$ cat src/rtl/ctrl_pipe_reg.sv
// ctrl_pipe_reg: multi-stage pipeline register for a processor control bundle.
// Each stage holds a bundle and a valid bit. Stages can be held or flushed
// individually. A held stage also freezes every stage upstream of it.
// Every stage is visible on the outputs for hazard and forwarding logic.
// Two saturating counters record stall cycles and bubbles reaching the last stage.
//
// Handshake: an input beat is captured at a rising edge only when
// i_valid=1 and o_ready=1 and i_flush[0]=0 (and i_rstn=1). o_ready is
// combinational and depends only on i_hold. A beat presented while it is
// not captured is dropped, and upstream must present it again. The output
// side has no back-pressure: o_valid marks a real instruction in the last
// stage, and o_ctrl is guaranteed to be NOP_VAL/RST_VAL whenever o_valid=0.
module ctrl_pipe_reg #(
    parameter int               DEPTH   = 2,
    parameter int               WIDTH   = 5,
    parameter logic [WIDTH-1:0] RST_VAL = 5'b00010,
    parameter logic [WIDTH-1:0] NOP_VAL = 5'b00010,
    parameter int               CNT_W   = 16
) (
    input  logic                   i_clk,
    input  logic                   i_rstn,
    input  logic [WIDTH-1:0]       i_ctrl,
    input  logic                   i_valid,
    input  logic [DEPTH-1:0]       i_hold,
    input  logic [DEPTH-1:0]       i_flush,
    output logic                   o_ready,
    output logic [WIDTH-1:0]       o_ctrl,
    output logic                   o_valid,
    output logic [DEPTH*WIDTH-1:0] o_stage_ctrl,
    output logic [DEPTH-1:0]       o_stage_valid,
    output logic [CNT_W-1:0]       o_stall_cnt,
    output logic [CNT_W-1:0]       o_bubble_cnt
);

    logic [WIDTH-1:0] stage_ctrl [DEPTH];
    logic [DEPTH-1:0] stage_valid;
    logic [WIDTH-1:0] nxt_ctrl   [DEPTH];
    logic [DEPTH-1:0] nxt_valid;
    logic [DEPTH-1:0] hold_eff;
    logic             bubble_evt;

    // Effective hold: a stage is frozen if it or any downstream stage is held
    always_comb begin
        hold_eff = '0;
        for (int k = 0; k < DEPTH; k++) begin
            hold_eff[k] = |(i_hold >> k);
        end
    end

    assign o_ready = ~hold_eff[0];

    // Next-state selection per stage: flush, then hold, then advance
    always_comb begin
        for (int k = 0; k < DEPTH; k++) begin
            nxt_ctrl[k]  = stage_ctrl[k];
            nxt_valid[k] = stage_valid[k];
        end
        if (i_flush[0]) begin
            nxt_ctrl[0]  = NOP_VAL;
            nxt_valid[0] = 1'b0;
        end else if (!hold_eff[0]) begin
            nxt_ctrl[0]  = i_valid ? i_ctrl : NOP_VAL;
            nxt_valid[0] = i_valid;
        end
        for (int k = 1; k < DEPTH; k++) begin
            if (i_flush[k]) begin
                nxt_ctrl[k]  = NOP_VAL;
                nxt_valid[k] = 1'b0;
            end else if (!hold_eff[k]) begin
                // Upstream stage is held but this one is free: insert a bubble
                if (i_hold[k-1]) begin
                    nxt_ctrl[k]  = NOP_VAL;
                    nxt_valid[k] = 1'b0;
                end else begin
                    nxt_ctrl[k]  = stage_ctrl[k-1];
                    nxt_valid[k] = stage_valid[k-1];
                end
            end
        end
    end

    // The last stage takes in an empty slot (flush or invalid advance), but not while it is held
    assign bubble_evt = ~nxt_valid[DEPTH-1] & (i_flush[DEPTH-1] | ~hold_eff[DEPTH-1]);

    // Stage registers with synchronous reset overriding hold and flush
    always_ff @(posedge i_clk) begin
        if (!i_rstn) begin
            for (int k = 0; k < DEPTH; k++) begin
                stage_ctrl[k] <= RST_VAL;
            end
            stage_valid <= '0;
        end else begin
            for (int k = 0; k < DEPTH; k++) begin
                stage_ctrl[k] <= nxt_ctrl[k];
            end
            stage_valid <= nxt_valid;
        end
    end

    // Saturating stall counter: counts edges where stage 0 refused input
    always_ff @(posedge i_clk) begin
        if (!i_rstn) begin
            o_stall_cnt <= '0;
        end else if (!o_ready && (o_stall_cnt != '1)) begin
            o_stall_cnt <= o_stall_cnt + 1'b1;
        end
    end

    // Saturating bubble counter: counts empty slots loaded into the last stage
    always_ff @(posedge i_clk) begin
        if (!i_rstn) begin
            o_bubble_cnt <= '0;
        end else if (bubble_evt && (o_bubble_cnt != '1)) begin
            o_bubble_cnt <= o_bubble_cnt + 1'b1;
        end
    end

    for (genvar g = 0; g < DEPTH; g++) begin : g_stage_out
        assign o_stage_ctrl[g*WIDTH +: WIDTH] = stage_ctrl[g];
    end

    assign o_stage_valid = stage_valid;
    assign o_ctrl        = stage_ctrl[DEPTH-1];
    assign o_valid       = stage_valid[DEPTH-1];

endmodule

$ cat config.mk
export PLATFORM = sky130hd
export DESIGN_NAME = ctrl_pipe_reg
export DESIGN_NICKNAME = d
export VERILOG_FILES = /design/src/rtl/ctrl_pipe_reg.sv
export SDC_FILE = /design/constraint.sdc
export NUM_CORES = 1
export LEC_CHECK = 0
export ABC_AREA = 1
export BUFFER_PORTS_ARGS = -buffer_cell sky130_fd_sc_hd__buf_4
export CORE_MARGIN = 2
export CORE_UTILIZATION = 45
export DETAILED_ROUTE_END_ITERATION = 10
export GPL_ROUTABILITY_DRIVEN = 0
export PLACE_DENSITY = 0.72
export SYNTH_ARGS = -nofsm -noshare
export SYNTH_HDL_FRONTEND = slang
export SYNTH_SLANG_ARGS = --single-unit
$ cat constraint.sdc
create_clock -name i_clk -period 1.65 [get_ports i_clk]
set_input_delay 0.33 -clock i_clk [delete_from_list [all_inputs] [get_ports i_clk]]
set_output_delay 0.33 -clock i_clk [all_outputs]
set_load 0.005 [all_outputs]
==> metrics.md <==
| Metric | Value |
|---|---|
| Endpoint, Worst Hold | stage_ctrl[0][1]$_SDFFE_PP1P_ |
| WL final | 5470 um |
| Setup WS pre-CTS | 0.0936 ns |
| Power density relative to cell area | 691 nW/um^2 |
| Synthesized flop and latch total | 44 |
| CP top delay family | simple AND/OR/NAND/NOR gates |
| Mapped cell area | 2400 um^2 |
| Max-cap viol count | 0 |
| Number of remaining DRC errors | 0 |
| Vias per inst | 4.81 |
| TritonCTS clock tree | built |
| Tot Pwr | 2.11 mW |
| Global Route Usage Sum | 19.1% |
| Clock transition at path regs | 0.09 ns |
| CP Buf/Inv Count | 0 |
| H-tree depth | 2 |
| Reg-to-Reg End | o_bubble_cnt[9]$_SDFFE_PN0P_ |
| CTS Hold Buffers Added | 0 |
| Worst clock skew | 0.00446 ns |
| CTS root buffer | clkbuf_8 |
| Worst r2r src | o_bubble_cnt[1]$_SDFFE_PN0P_ |
| Grt ovf | 0 |
| Sw Ratio | 23.7% |
| CP cell instances | ha_1, nand2_1, nor2_4, nand4_4, a21oi_1, nor2_1 |
| Die area | 5940 um^2 |
| Register area | 881 um^2 |
| Mapped Nets | 374 |
| Reg2Reg Setup Slack | 0.14 ns |
| Required time worst endpoint | 1.85 ns |
| Startpoint types | register |
| # nets final | 438 |
| Critical path type | register to register |
| Hold WC Path Type | input port to register |
| Post-route ant nets | 0 |
| Final worst slack | 0.140 ns |
| Port bufs | 62 |
| # IOs | 63 |
| Hold path depth | 3 |
| Clock sinks | 44 |
| Initial antenna violation count | 0 |
| Detailed placer's ending HPWL | 4220 um |
| Final min period | 1.51 ns |
| Multi-input logic area | 1340 um^2 |
| First-pass GRT wire length | 9320 um |
| Proportion of netlist area held by the largest area contributor | 36.7% |
| Share of layout cells above drive strength 1 | 25.2% |
| Mapped Cells | 360 |
| Yosys warns | 0 |
| Synth area leader | dfxtp_1 |
| Core area | 5140 um^2 |
| Starting DRT DRC Count | 90 |
| Slowest-stage cell, CP | dfxtp_1 |
| Synth Area per Inst | 6.67 um^2 |
| Slew Limit Fails | 0 |
| Worst IR Drop VDD | 481 uV |
| Vias in the first global route | 2117 |
| RSZ-0062 raised after global routing | true |
| Worst Hold Slack | 0.220 ns |
| Die X-Extent | 77.0 um |
| Leak | 1.30 nW |
| Vias | 2379 |
| Clk pwr share | 40.3% |
| Yosys cell types | 25 |
| Initial Util | 46.7% |
| Clock Tree Buf Depth | 2 |
| Placement row count | 26 |
| Peak Freq | 662 MHz |
| CP Capture Type | register |
| Worst-skew pair later-pin latency | 0.30 ns |
| Most common cell after layout, fill and taps aside | nand2_1 |
| Most frequent cells in the layout | 98 x nand2_1, 79 x nor2_1, 69 x buf_4, 44 x dfxtp_1, 29 x a21oi_1 |
| Final Setup Violations | 0 |
| Outcome | finished, final reports clean |
| Top post-synthesis cells by area | dfxtp_1 37%, nand2_1 15%, nor2_1 12% |
| Layout overhead on the synthesized area | 27.3% |
| Seq pwr share | 51.8% |
| Cell count of the worst reg-to-reg path | 6 |
| Largest net degree at the start of global routing | 23 |
| Arrival time at the worst endpoint | 1.71 ns |
| Relative slew slack | 80.4% |
| Tightest Pin Transition | 0.294 ns |
| ANT cells | 0 |
| Hold Path Origin | i_flush[0] |
| First-pass DRT Iterations | 4 |
| Seq/Total Area, Yosys | 36.7% |
| TritonCTS Buffers | 5 |
| WL/cell | 11.0 um |
| Cell-internal power | 1.61 mW |
| Die height | 77.0 um |
| Final period util | 91.5% |
| Final Hold Viols | 0 |
| Largest fanout on the critical path | 17 |
| Crit-path max cell delay | 0.38 ns |
| Total negative setup slack | 0 ns |
| Sw Pwr | 0.500 mW |
| Logic pwr share | 7.9% |
| Fillers | 528 |
registers in the layout, summed over array words and instances, names as in the netlist:
register       flops
o_stall_cnt       16
o_bubble_cnt      16
o_stage_valid      2
stage_ctrl        10
per-stage QoR:
stage / instances / util [%] / area (um^2)
final: 495 / 59.5 / 3060
after global placement: 486 / 56.7 / 2910
after global routing: 495 / 59.5 / 3060
after CTS: 494 / 58.9 / 3030
after floorplan: 360 / - / 2400
after detailed placement: 486 / 56.7 / 2910
layer usage:
metal,up-vias,global-route usage (%),wire length (um)
met4,0,6.07,86
li1,1275,-,-
met3,9,5.41,290
met5,-,0,0
met1,1042,23.3,2480
met2,53,32.6,2610
power groups by stage:
stage	Clock (mW)	Combinational [mW]	Sequential, mW
final	0.850	0.167	1.09
after detailed placement	0	0.167	1.12
after floorplan	0	0.0900	1.12
after global placement	0	0.166	1.12
after global routing	0.932	0.191	1.10
after CTS	0.887	0.168	1.10
worst register-to-register path, cell delays in order, from the launching register on:
cell and delay [ns]:
dfxtp_1 0.38, ha_1 0.19, nand2_1 0.09, nor2_4 0.17
nand4_4 0.27, a21oi_1 0.24, nor2_1 0.07
cells by family (layout without fill, tap and decap cells):
kind of cell	count (synthesis)	count (layout)	synth area share, %
adder cells (fa/ha/maj)	2	2	1.04
flip-flops	44	44	36.7
XOR/XNOR	1	1	0.365
buffers and inverters	38	103	7.76
AND/OR/NAND/NOR	235	235	45.3
AO/OA/AOI/OAI	40	40	8.86
cells in the mapped netlist:
cell type  count
nor2_4         9
inv_2          1
a21oi_1       29
dfxtp_1       44
nor2_1        79
xor2_1         1
ha_1           2
o21ai_1        1
nand2_1       99
inv_1         24
o21bai_1       1
nor2_2         4
nand4_1        4
nor3_1         2
nand2_2        4
a21oi_2        2
nand3b_1       2
nand3_2        5
buf_2          5
buf_4          6
nand4_4        2
buf_6          2
o22ai_1        2
o21ai_0        5
nand3_1       25
final cells by class:
type / count / share of cell area (%)
Multi-Input combinational cell: 278 / 43.9
Sequential cell: 44 / 28.8
Timing Repair Buffer: 70 / 17.6
Inverter: 25 / 3.07
Tap cell: 70 / 2.87
Clock buffer: 5 / 2.25
Clock inverter: 3 / 1.51
repair_timing:
action,in CTS,in global routing
gates resized for setup,0,2
buffers inserted,0,1
setup endpoints to repair,0,7
worst max path at each step:
stage | depth (start not counted) | to | startpoint
floorplan | 7 | o_bubble_cnt[13]$_SDFFE_PN0P_ | o_bubble_cnt[0]$_SDFFE_PN0P_
global placement | 8 | o_bubble_cnt[2]$_SDFFE_PN0P_ | o_bubble_cnt[1]$_SDFFE_PN0P_
detailed placement | 8 | o_stall_cnt[8]$_SDFFE_PN0P_ | o_stall_cnt[1]$_SDFFE_PN0P_
CTS | 8 | o_stall_cnt[8]$_SDFFE_PN0P_ | o_stall_cnt[1]$_SDFFE_PN0P_
global route | 8 | o_bubble_cnt[12]$_SDFFE_PN0P_ | o_bubble_cnt[1]$_SDFFE_PN0P_
finish | 6 | o_bubble_cnt[9]$_SDFFE_PN0P_ | o_bubble_cnt[1]$_SDFFE_PN0P_
(Power assumes the default switching activity.)
